--- src/rtl/alu_result_serializer.sv ---
// Captures a result word from the ALU on OUT_VALID and shifts it out on TX_OUT as a
// frame: start bit 0, WIDTH data bits LSB first, optional parity bit, stop bit 1.
module alu_result_serializer #(
    parameter int WIDTH   = 16,
    parameter int PAR_EN  = 1,
    parameter int PAR_TYP = 0
) (
    input  logic             CLK,
    input  logic             RST,
    input  logic [WIDTH-1:0] ALU_OUT,
    input  logic             OUT_VALID,
    output logic             TX_OUT,
    output logic             BUSY,
    output logic             DROP
);
    // state  | meaning
    // IDLE   | line idle at 1, waiting for OUT_VALID
    // START  | start bit 0 on the line
    // DATA   | WIDTH data bits, LSB first
    // PARITY | parity bit (only reachable when PAR_EN=1)
    // STOP   | stop bit 1; a word offered on exit starts the next frame directly
    typedef enum logic [2:0] {IDLE, START, DATA, PARITY, STOP} state_t;

    localparam int            CW       = (WIDTH > 1) ? $clog2(WIDTH) : 1;
    localparam logic [CW-1:0] LAST_BIT = CW'(WIDTH - 1);
    localparam logic          PAR_INV  = (PAR_TYP != 0);

    state_t           r_state, w_state;
    logic [WIDTH-1:0] r_shift, w_shift;
    logic [CW-1:0]    r_cnt, w_cnt;
    logic             r_par, w_par;
    logic             r_tx, w_tx;
    logic             r_busy, w_busy;
    logic             r_drop, w_drop;
    logic             w_capture;

    // Outputs are registered, so each branch computes the line level of the next cycle.
    always_comb begin
        w_state   = r_state;
        w_shift   = r_shift;
        w_cnt     = r_cnt;
        w_par     = r_par;
        w_tx      = 1'b1;
        w_drop    = 1'b0;
        w_capture = 1'b0;
        case (r_state)
            IDLE: begin
                w_capture = OUT_VALID;
            end
            START: begin
                w_state = DATA;
                w_tx    = r_shift[0];
                w_shift = r_shift >> 1;
                w_cnt   = '0;
                w_drop  = OUT_VALID;
            end
            DATA: begin
                w_drop = OUT_VALID;
                if (r_cnt == LAST_BIT) begin
                    if (PAR_EN != 0) begin
                        w_state = PARITY;
                        w_tx    = r_par;
                    end else begin
                        w_state = STOP;
                    end
                end else begin
                    w_tx    = r_shift[0];
                    w_shift = r_shift >> 1;
                    w_cnt   = r_cnt + 1'b1;
                end
            end
            PARITY: begin
                w_state = STOP;
                w_drop  = OUT_VALID;
            end
            STOP: begin
                if (OUT_VALID) w_capture = 1'b1;
                else           w_state   = IDLE;
            end
            default: w_state = IDLE;
        endcase
        if (w_capture) begin
            w_state = START;
            w_shift = ALU_OUT;
            w_par   = (^ALU_OUT) ^ PAR_INV;
            w_cnt   = '0;
            w_tx    = 1'b0;
        end
        w_busy = (w_state != IDLE);
    end

    always_ff @(posedge CLK or negedge RST) begin
        if (!RST) begin
            r_state <= IDLE;
            r_shift <= '0;
            r_cnt   <= '0;
            r_par   <= 1'b0;
            r_tx    <= 1'b1;
            r_busy  <= 1'b0;
            r_drop  <= 1'b0;
        end else begin
            r_state <= w_state;
            r_shift <= w_shift;
            r_cnt   <= w_cnt;
            r_par   <= w_par;
            r_tx    <= w_tx;
            r_busy  <= w_busy;
            r_drop  <= w_drop;
        end
    end

    assign TX_OUT = r_tx;
    assign BUSY   = r_busy;
    assign DROP   = r_drop;
endmodule

--- config.mk ---
export PLATFORM = sky130hd
export DESIGN_NAME = alu_result_serializer
export DESIGN_NICKNAME = d
export VERILOG_FILES = /design/src/rtl/alu_result_serializer.sv
export SDC_FILE = /design/constraint.sdc
export NUM_CORES = 1
export LEC_CHECK = 0
export BUFFER_PORTS_ARGS = -buffer_cell sky130_fd_sc_hd__buf_2
export CAP_MARGIN = 20
export CORE_UTILIZATION = 55
export DETAILED_ROUTE_END_ITERATION = 7
export PLACE_DENSITY = 0.78
export SYNTH_ARGS = -nofsm -noshare
export SYNTH_HDL_FRONTEND = slang
export SYNTH_SLANG_ARGS = --single-unit
--- constraint.sdc ---
create_clock -name CLK -period 2.35 [get_ports CLK]
set_input_delay 0.1175 -clock CLK [delete_from_list [all_inputs] [get_ports CLK]]
set_output_delay 0.1175 -clock CLK [all_outputs]
set_load 0.05 [all_outputs]
==> reports/results.md <==
| Stage | Parameter | Reported |
|:---|:---|:---|
| timing | Post-route setup TNS | 0 ns |
| global routing | Number of global-route vias before repair | 992 |
| timing | Upper clock frequency limit | 0.5808 GHz |
| cells and area | Leading cell type in the layout, fill and taps excluded | sky130_fd_sc_hd__dfrtp_1 |
| synth | Synthesized Nets | 156 |
| timing | Final worst path period need | 1.722 ns |
| worst setup path | Delay of the slowest cell on the worst path | 0.43 ns |
| worst setup path | Endpoint of the lowest-slack register-to-register path | r_shift[1] |
| timing | Final-report setup violation count | 0 |
| die | Chip Width | 52.77 um |
| worst setup path | Data arrival time of the worst path | 1.95 ns |
| synth | Unique cell type count in the Yosys netlist | 30 |
| timing | Tightest Pin Transition | 0.5770 ns |
| global routing | All-Layer GR Usage | 19.90% |
| cells and area | Post-layout net count | 177 |
| clock tree | CTS Hold Bufs | 1 |
| clock tree | Post-CTS setup repair buffer count | 0 |
| synth | Fraction of the yosys area taken by sequential cells | 47.75% |
| synth | Syn avg cell area | 10.42 sq um |
| clock tree | Clock slew seen by the registers of the worst setup and hold paths | 0.14 ns |
| min path | Min-Delay Path Class | in -> reg |
| synth | Yosys warning count | 0 |
| timing | Maximum clock skew at final layout | 0.003446 ns |
| clock tree | Number of sinks driven by the clock tree | 27 |
| detailed routing | Wirelength per Cell | 12.51 um |
| worst setup path | Worst reg2reg startpoint | r_cnt[0] |
| synth | Share of flip-flops with an asynchronous set or reset after synthesis | 100.0% |
| detailed routing | Vias per inst | 5.376 |
| worst setup path | Biggest fanout along the worst timing path | 16 |
| clock tree | CTS Buffer Depth | 2 |
| detailed routing | DRC Markers | 0 |
| synth | Syn Std Cell Area | 0.001418 sq mm |
| min path | Endpoint with the worst hold slack | r_shift[5] |
| timing | Hold_ws | 0.005021 ns |
| placement | Weighted congestion reported at the end of routability-driven placement | 0.7806 |
| global routing | Antenna violations before repair | 0 |
| die | Initial cell density of the core | 57.75% |
| die | DIE AREA | 0.002785 sq mm |
| timing | Share of the clock period used by the worst path after layout | 73.27% |
| placement | Placed Cells incl. Taps | 181 |
| min path | Critical hold path startpoint | ALU_OUT[5] |
| timing | Number of hold violations in the final report | 0 |
| cells and area | Area of combinational cells with multiple inputs | 653.1 sq um |
| clock tree | Number of instances resized during post-cts repair | 0 |
| min path | Number of cells on the worst hold path | 3 |
| placement | IO buf count | 21 |
| global routing | Global-route wire length before repair | 3.995 mm |
| worst setup path | Worst reg-to-reg setup slack | 0.63 ns |
| worst setup path | Crit-path leading delay family | flip-flops |
| cells and area | Utilization after layout | 62.28% |
| synth | Most used flip-flop cell after synthesis | sky130_fd_sc_hd__dfrtp_1 |
| die | Height of the die | 52.77 um |
| pwr | Leakage power summed over all cells | 0.7200 nW |
| timing | Unrepaired setup endpoints after global routing | false |
| detailed routing | Final WL | 2.327 mm |
| detailed routing | Vias after detailed routing | 1,000 |
| die | Total core area | 0.002455 sq mm |
| synth | Total of flip-flops plus latches after synthesis | 27 |
| detailed routing | Post-route ant nets | 0 |
| detailed routing | Violation count after the first detailed-route iteration | 13 |
| worst setup path | Critical Path Start Type | register |
| clock tree | Clock insertion delay at the later pin of the skew report | 0.33 ns |
| cells and area | Fraction of layout cells with a size suffix above 1 | 21.15% |
| worst setup path | Worst-path cell chain | ha_1 -> nand3_2 -> a21oi_2 -> a211o_1 -> buf_4 -> mux2i_1 -> o21ai_1 |
| cells and area | Seq. cell area | 676.9 sq um |
| cells and area | Post-layout instance count excluding filler cells | 186 |
| cells and area | Diode insertion count for antenna repair | 0 |
| cells and area | Area growth from synthesis to final layout | 7.855% |
| pwr | Peak supply drop | 0.7209 mV |
| timing | Final Slew Violations | 0 |
| detailed routing | Total iterations of the first detailed-routing run | 4 |
| pwr | Pwr per Cell Area | 1195 mW/mm^2 |
| synth | Post-synth EDFFs | 0 |
| run | Reported max-cap violation count | 0 |
| timing | Final WS setup | 0.6281 ns |
| clock tree | Htree depth | 1 |
| worst setup path | Critical-path top delay cell | sky130_fd_sc_hd__dfrtp_1 |
| die | Number of placed I/O pins | 22 |
| placement | Detailed placement HPWL | 1.715 mm |
| clock tree | Clock root buffer master | sky130_fd_sc_hd__clkbuf_4 |
| worst setup path | Worst Setup End Kind | register |
| global routing | Pin count of the biggest net entering global routing | 33 |
| clock tree | CTS tree | yes |
| worst setup path | Sum of buffers and inverters on the critical path | 1 |
| status | Outcome | complete, no violations |
| cells and area | Total of fill cells in the finished design | 216 |
| clock tree | Clock buffer count from CTS | 3 |
| global routing | Global-route congestion overflow total | 0 |
| placement | Post-placement setup slack | 0.6217 ns |
| worst setup path | Critical Setup Path Class | reg -> reg |
| die | Row count | 18 |
| timing | Relative max-transition margin | 61.54% |
| worst setup path | Depth of the most critical reg-to-reg path | 7 |
| synth | Syn Inst Count | 136 |
| cells and area | Most frequent cells in the layout | sky130_fd_sc_hd__dfrtp_1 (26), sky130_fd_sc_hd__nand2_1 (22), sky130_fd_sc_hd__buf_2 (21) |
| worst setup path | CP Data Required Time | 2.58 ns |
## cell families after synthesis
kind of cell | share of synthesized area (%)
simple gates | 12.09
fa+ha+maj | 0.8825
mux | 11.39
xor+xnor | 11.12
buf+inv | 6.178
compound gates | 10.59
flops | 47.75
## Yosys cell counts, drive strengths merged, types with 2 or more instances
cell type	number	area, sq um
a21oi	5	28.78
buf	6	72.57
clkbuf	2	11.26
dfrtp	26	650.6
mux2i	15	150.1
nand2	22	82.58
nand2b	3	18.77
nand3	2	15.01
nor2	7	28.78
o21ai	19	95.09
xnor2	14	122.6
xor2	4	35.03
## registers in the layout (all words and copies together), names as in the netlist
| signal | count |
|---|---|
| BUSY | 1 |
| DROP | 1 |
| TX_OUT | 1 |
| r_cnt | 4 |
| r_par | 1 |
| r_shift | 16 |
| r_state | 3 |
## how the worst max path moves through the flow
stage	slack (ns)	endpoint	start	cells after the start
after CTS	0.61	r_shift[1]	r_cnt[0]	7
after global routing	0.49	r_shift[4]	r_cnt[0]	7
after detailed placement	0.62	r_shift[1]	r_cnt[0]	7
after floorplan	0.70	r_shift[10]	r_cnt[0]	8
final	0.63	r_shift[1]	r_cnt[0]	7
after global placement	0.68	r_shift[5]	r_cnt[0]	7
## layout make-up
class / instances / area share (%)
multi-input combinational: 100 / 42.72
timing repair buffer: 24 / 8.511
clock buffer: 3 / 1.473
inverter: 1 / 0.2455
clock inverter: 1 / 0.3273
sequential: 27 / 44.27
tap: 30 / 2.455
## metrics by stage
step / cell area (sq um) / power, mW
floorplan: 1418 / 1.564
global placement: 1491 / 1.609
detailed placement: 1491 / 1.646
CTS: 1529 / 1.846
global route: 1529 / 1.971
finish: 1529 / 1.827
## worst reg2reg max path, cell delays in order (launching register included)
cell and delay, ns:
sky130_fd_sc_hd__dfrtp_1 0.43, sky130_fd_sc_hd__ha_1 0.24, sky130_fd_sc_hd__nand3_2 0.13, sky130_fd_sc_hd__a21oi_2 0.07
sky130_fd_sc_hd__a211o_1 0.27, sky130_fd_sc_hd__buf_4 0.21, sky130_fd_sc_hd__mux2i_1 0.20, sky130_fd_sc_hd__o21ai_1 0.08
## power breakdown
group          internal (mW)  total [mW]  switching, mW
clock                 0.0640       0.203          0.139
combinational          0.362       0.819          0.457
sequential             0.666       0.804          0.138
## metal layers
metal	up-vias	global-route usage, %	share of wire (%)
met5	-	0	0
met4	0	9.211	1.9
met3	5	2.609	2.9
met2	21	37.13	53
met1	474	21.88	42
li1	500	-	-
No activity file was read; power rests on OpenSTA's default activity.
